==> config.mk <==
export PLATFORM = sky130hd
export DESIGN_NAME = up_down_mod_counter_flat
export DESIGN_NICKNAME = d
export VERILOG_FILES = /design/src/rtl/up_down_mod_counter_if.sv /design/src/rtl/up_down_mod_counter.sv /design/src/flat_wrapper.sv
export SDC_FILE = /design/constraint.sdc
export NUM_CORES = 1
export LEC_CHECK = 0
export CORE_AREA = 2 2 39 41
export CTS_CLUSTER_DIAMETER = 80
export DETAILED_ROUTE_END_ITERATION = 7
export DIE_AREA = 0 0 41 43
export SYNTH_ARGS = -nofsm -noshare
export SYNTH_HDL_FRONTEND = slang
export SYNTH_SLANG_ARGS = --single-unit
==> constraint.sdc <==
create_clock -name clk -period 3.2 [get_ports clk]
set_clock_uncertainty 0.1 [all_clocks]
set_input_delay 0.32 -clock clk [delete_from_list [all_inputs] [get_ports clk]]
set_output_delay 0.32 -clock clk [all_outputs]
set_load 0.005 [all_outputs]
==> src/rtl/up_down_mod_counter_if.sv <==
// Control/data bundle for the modulo-N up/down digit counter.
// The master drives the control and load inputs, and the slave returns the registered count.
interface up_down_mod_counter_if #(
  parameter int WIDTH = 3
);
  logic             en;
  logic             upDown;
  logic             ld;
  logic [WIDTH-1:0] in;
  logic [WIDTH-1:0] count;

  modport master (output en, output upDown, output ld, output in, input count);
  modport slave  (input en, input upDown, input ld, input in, output count);
endinterface

==> src/rtl/up_down_mod_counter.sv <==
// Modulo-MOD up/down counter with enable and parallel load, used for alarm-clock digits.
// The count stays within 0..MOD-1, and loads that are out of range clear the count to 0.
module up_down_mod_counter #(
  parameter int WIDTH = 3,
  parameter int MOD   = 6
) (
  input  logic                  clk,
  input  logic                  rst,
  up_down_mod_counter_if.slave  bus
);

  if (MOD < 2 || MOD > (1 << WIDTH)) begin : g_bad_mod
    $error("up_down_mod_counter: MOD must satisfy 2 <= MOD <= 2**WIDTH");
  end

  localparam logic [WIDTH-1:0] MAX_VAL = WIDTH'(MOD - 1);
  localparam logic [WIDTH-1:0] ONE     = WIDTH'(1);
  // One extra bit so that MOD == 2**WIDTH is representable for the range check.
  localparam logic [WIDTH:0]   MOD_EXT = (WIDTH + 1)'(MOD);

  logic [WIDTH-1:0] count_q;
  logic             in_ok;

  assign in_ok = ({1'b0, bus.in} < MOD_EXT);

  // NOTE: state registers use non-blocking assignments so that every flop samples pre-edge values.
  always_ff @(posedge clk or posedge rst) begin
    if (rst) begin
      count_q <= '0;
    end else if (bus.ld) begin
      count_q <= in_ok ? bus.in : '0;
    end else if (bus.en) begin
      if (!bus.upDown) begin
        count_q <= (count_q == MAX_VAL) ? '0 : count_q + ONE;
      end else begin
        count_q <= (count_q == '0) ? MAX_VAL : count_q - ONE;
      end
    end
  end

  assign bus.count = count_q;

endmodule

==> src/flat_wrapper.sv <==
// flat-port wrapper written by rule: the top's interface ports become plain ports
module up_down_mod_counter_flat 
#(
  parameter int WIDTH = 3,
  parameter int MOD   = 6
)
  (clk, rst, bus_en, bus_upDown, bus_ld, bus_in, bus_count);
  up_down_mod_counter_if #(.WIDTH(WIDTH)) bus_i ();
  input  logic clk;
  input  logic rst;
  input wire logic [$bits(bus_i.en)-1:0] bus_en;
  input wire logic [$bits(bus_i.upDown)-1:0] bus_upDown;
  input wire logic [$bits(bus_i.ld)-1:0] bus_ld;
  input wire logic [$bits(bus_i.in)-1:0] bus_in;
  output wire logic [$bits(bus_i.count)-1:0] bus_count;
  assign bus_i.en = bus_en;
  assign bus_i.upDown = bus_upDown;
  assign bus_i.ld = bus_ld;
  assign bus_i.in = bus_in;
  assign bus_count = bus_i.count;
  up_down_mod_counter #(.WIDTH(WIDTH), .MOD(MOD)) u_core (.clk(clk), .rst(rst), .bus(bus_i));
endmodule
## After elaboration in Yosys (flattened, before gate mapping)

Cells that the tools add are included.
W data, S select, Z words.

- Output and inout port bits: 3
- ROM bits: 0
- Memories: 0
- Input port bits: 8
- Bits in writable memories: 0
- Register bits after elaboration: 3
- Latch bits: 0
- Word-level logic and storage cells: 13

- Add/subtract/negate cells: 2
- Divide/modulo/power cells: 0
- Reduce and logical (&&, ||, !) cells: 2
- Shift-type cells: 0
- Equality and inequality tests: 1
- $lt $le $gt $ge: 1
- Muxes and demuxes: 6
- Multipliers: 0
- Bitwise logic cells: 0

Operator list:

| kind | number |
|---|---|
| $mux W3 | 6 |
| $add A3 B1 Y3 const B | 1 |
| $eq A3 B3 Y1 const B | 1 |
| $logic_not A3 Y1 | 1 |
| $lt A3 B3 Y1 const B | 1 |
| $sub A3 B1 Y3 const B | 1 |
| $reduce_bool A2 Y1 | 1 |

## Depth between registers and ports, before layout

- Depth after elaboration: 5
- Mapped depth: 5
- Gate-level depth less buffers: 5

## Worst setup path before layout

No wires, ideal clock.

- Path kind: flip-flop to flip-flop
- From: register u_core.count_q[1], in the netlist u_core.bus.count[1]
- To: register u_core.count_q[1], in the netlist u_core.bus.count[1]
- Buffers on the path: 0
- Required time: 3.034 ns
- Clock period less this slack: 1.334 ns
- Slack: 1.866 ns
- Cell stages (with the launch flop): 4
- Setup time: 0.066 ns
- Arrival: 1.169 ns
- Path through: dfrtp_1 or4b_1 a21boi_1 o31a_1

- Word-level cells in the longest chain between the ends: 5
- Elaborated cells between the ends (all ways): 9
- Those cells by class: add/sub: 2; eq/ne: 1; mux: 5; reduce/logical: 1

Ends and longest elaborated chain:

| element | RTL line | RTL |
|---|---|---|
| from (decl) | up_down_mod_counter.sv:21 | `logic [WIDTH-1:0] count_q;` |
| from (signal assigned) | up_down_mod_counter.sv:31 | `count_q <= in_ok ? bus.in : '0;` |
| from (signal assigned) | up_down_mod_counter.sv:34 | `count_q <= (count_q == MAX_VAL) ? '0 : count_q + ONE;` |
| from (signal assigned) | up_down_mod_counter.sv:36 | `count_q <= (count_q == '0) ? MAX_VAL : count_q - ONE;` |
| $add A3 B1 Y3, or another cell as far along | up_down_mod_counter.sv:34 |  |
| $mux W3 (on tied branches) | up_down_mod_counter.sv:34, up_down_mod_counter.sv:36 |  |
| $mux W3 * | up_down_mod_counter.sv:33 | `if (!bus.upDown) begin` |
| $mux W3 * | up_down_mod_counter.sv:32 | `end else if (bus.en) begin` |
| $mux W3 * | up_down_mod_counter.sv:30 | `end else if (bus.ld) begin` |

Mark *: on every way between the ends. The rest lies on a longest branch, timed or not. The select of a mux whose other input is x is not followed.
A chain may end at the register's enable or synchronous reset.

## Worst setup path in the final report

- From: register u_core.count_q[0], in the netlist u_core.bus.count[0]
- To: output bus_count[0]

RTL lines:

| element | RTL line | RTL |
|---|---|---|
| to (decl) | flat_wrapper.sv:15 | `output wire logic [$bits(bus_i.count)-1:0] bus_count;` |

No word-level cell between the ends.

==> results.ini <==
[outcome]
status=complete, no violations

[logic_synthesis]
yosysTopAreaCellShare=0.305
synth_top_family_by_area=simple AND/OR/NAND/NOR gates
synth-simple-area-share=0.315
synth.area.mux_share=0
synth_most_common_cell=inv_1
ys.flop_type=dfrtp_1
synth_cells=31
synthArstFlopShare=1.00
synthesis.nets=40
yosysTopAreaCell=dfrtp_1
netlist_top_cells_area=dfrtp_1 (30%), inv_1 (7.6%), nand2_1 (6.1%)
synth-seq-cells=3
synth_compound_area_frac=0.254
synth_commonest_cells=inv_1 (5), nand2_1 (4), dfrtp_1 (3), a21oi_1 (2), nor2_1 (2)
synthXorXnorAreaFrac=0
yosys.cell_types.count=20
syn_area_per_cell_sq_um=7.95
synth_area_sq_um=246
synth_edf_count=0
ys_seq_area_frac=0.305
synthAdderAreaFrac=0.0508
yosys_warnings=0

[power]
switching_power_w=0.0000416
p_per_area_nw_per_um2=400
p_int_w=0.000116
combPwrFrac=0.266
max-vdd-ir-drop_mv=0.161
power_w=0.000157
p_seq_frac=0.325
clkPwrFrac=0.409
power_switching_share=0.265
leakage_nw=0.171

[worst_setup_path]
cp_num_buf_inv=1
critical_path.max_fanout=9
slowest_delay_ns=0.55
rrSetupSlack_ns=1.77
startpoint_type=flop
worstPathArrival_ns=1.26
required_ns=2.78
cp_slowest_cell=clkdlybuf4s50_1
path_class=reg -> out
crit_chain=clkdlybuf4s50_1
crit_path_end_kind=output port
critPathTopFamily=buffers and inverters

[global_route]
grt_pass1_vias=262
grtUsageTotal=0.0904
grt_overflow=0
use_met2=0.119
busiest_layer=met1
grt_antenna_before_repair=0
grt_util_met1=0.119
grt_start_max_net_pins=10
grt_first_pass_wirelength_microns=1060
met3_usage=0.0157

[sta]
rsz0062_at_grt=no
fin_crit_sh=0.524
fmax_mhz=597
worstMarginPinSlew_ns=0.278
tns_ns=0
setup_viol_count_final=0
report.final.slew_viol_count=0
hold_viol_final=0
fin_crit_ns=1.68
slew_headroom=0.812

[floorplan]
row_count=14
pin_count=11
start_util=0.178
die_x_microns=41
coreArea_sq_um=1380
fp.dieH_microns=43
die-area_sq_um=1760

[route]
via_per_inst=4.51
drc=0
vias=275
drtIter0Drc=4
wirelength_microns=576
antenna_left=0
wire_per_inst_microns=9.44
drt-pass1-iter-count=4

[worst_hold_path]
min_path_type=in -> async

[clocking]
cts_setup_buffers=0
cts.repair.resized=0
clock_latency_ns=0.23
cts.clk_slew.worst_paths_ns=0.04
cts.sinks=3
cts-root-buf=clkbuf_4
ctsHoldBuffers=0
cts_max_level=1
cts_tree=yes
cts_made_buffers=3
max-clock-path-buffers=2

[final_layout]
fin_util=0.284
largest_reg_flops=3
diodes=0
area_growth_pct=59.4
nFillCells=152
final_layout_size_suffix_gt1_frac=0.0889
finalNetCount=55

[job]
drv_cap=0

[place]
io_buffers=10
gp_congestion=0.742

==> stage by stage <==
| stage | hold WS (ns) | setup WS [ns] | std cells | instance area [sq um] |
|---|---|---|---|---|
| after floorplan | -0.0264 | 1.87 | 31 | 246 |
| after global routing | 0.174 | 1.44 | 61 | 393 |
| final | 0.165 | 1.52 | 61 | 393 |
| after detailed placement | 0.408 | 1.40 | 57 | 367 |
| after global placement | 0.399 | 1.42 | 57 | 367 |
| after CTS | 0.165 | 1.52 | 61 | 393 |
==> routing by layer <==
metal,wire length (microns),up-vias
li1,-,142
met1,267,122
met2,268,9
met3,20,2
met4,19,0
met5,0,-
==> final cells by class <==
class,instances,area (sq um),share of cell area
Timing Repair Buffer,10,100,0.255
Clock buffer,4,26.3,0.0669
Tap cell,16,20.0,0.0510
Multi-Input combinational cell,23,153,0.389
Inverter,5,18.8,0.0478
Sequential cell,3,75.1,0.191
==> cells in the final DEF (no fill, tap or decap) <==
cell type,netlist,layout
clkdlybuf4s50_1,0,10
nor2b_1,1,1
nand2b_1,1,1
a31oi_1,1,1
nand4b_1,1,1
o221ai_1,1,1
clkbuf_4,0,3
or3b_1,1,1
ha_1,1,1
clkbuf_1,0,1
o31a_1,1,1
nand3_1,1,1
or4b_1,1,1
o21ai_0,1,1
a21oi_1,2,2
inv_1,5,5
nand2_1,4,4
a21boi_1,1,1
o311ai_1,1,1
nor2_1,2,2
o31ai_1,1,1
and3b_2,1,1
dfrtp_1,3,3
==> path summary, 6_finish.rpt <==
kind,startpoint,end,depth (start not counted)
max reg2reg,u_core.bus.count[1],u_core.bus.count[1],3
max in group asynchronous,rst,u_core.bus.count[1],2
min reg2reg,u_core.bus.count[2],u_core.bus.count[2],2
max,u_core.bus.count[0],bus_count[0],1
min,rst,u_core.bus.count[0],2
min in group clk,u_core.bus.count[2],u_core.bus.count[2],2
==> kinds of logic after synthesis <==
group                    Yosys count
buffers and inverters              5
AND/OR/NAND/NOR                   13
AO/OA/AOI/OAI                      9
flip-flops                         3
adder cells (fa/ha/maj)            1
==> power by group through the flow <==
stage | Sequential [W] | Combinational (W) | Clock, W
floorplan | 0.0000494 | 0.0000193 | 0
global placement | 0.0000514 | 0.0000419 | 0
detailed placement | 0.0000516 | 0.0000420 | 0
CTS | 0.0000511 | 0.0000423 | 0.0000678
global route | 0.0000525 | 0.0000481 | 0.0000729
finish | 0.0000511 | 0.0000419 | 0.0000644
(Power assumes the default switching activity.)
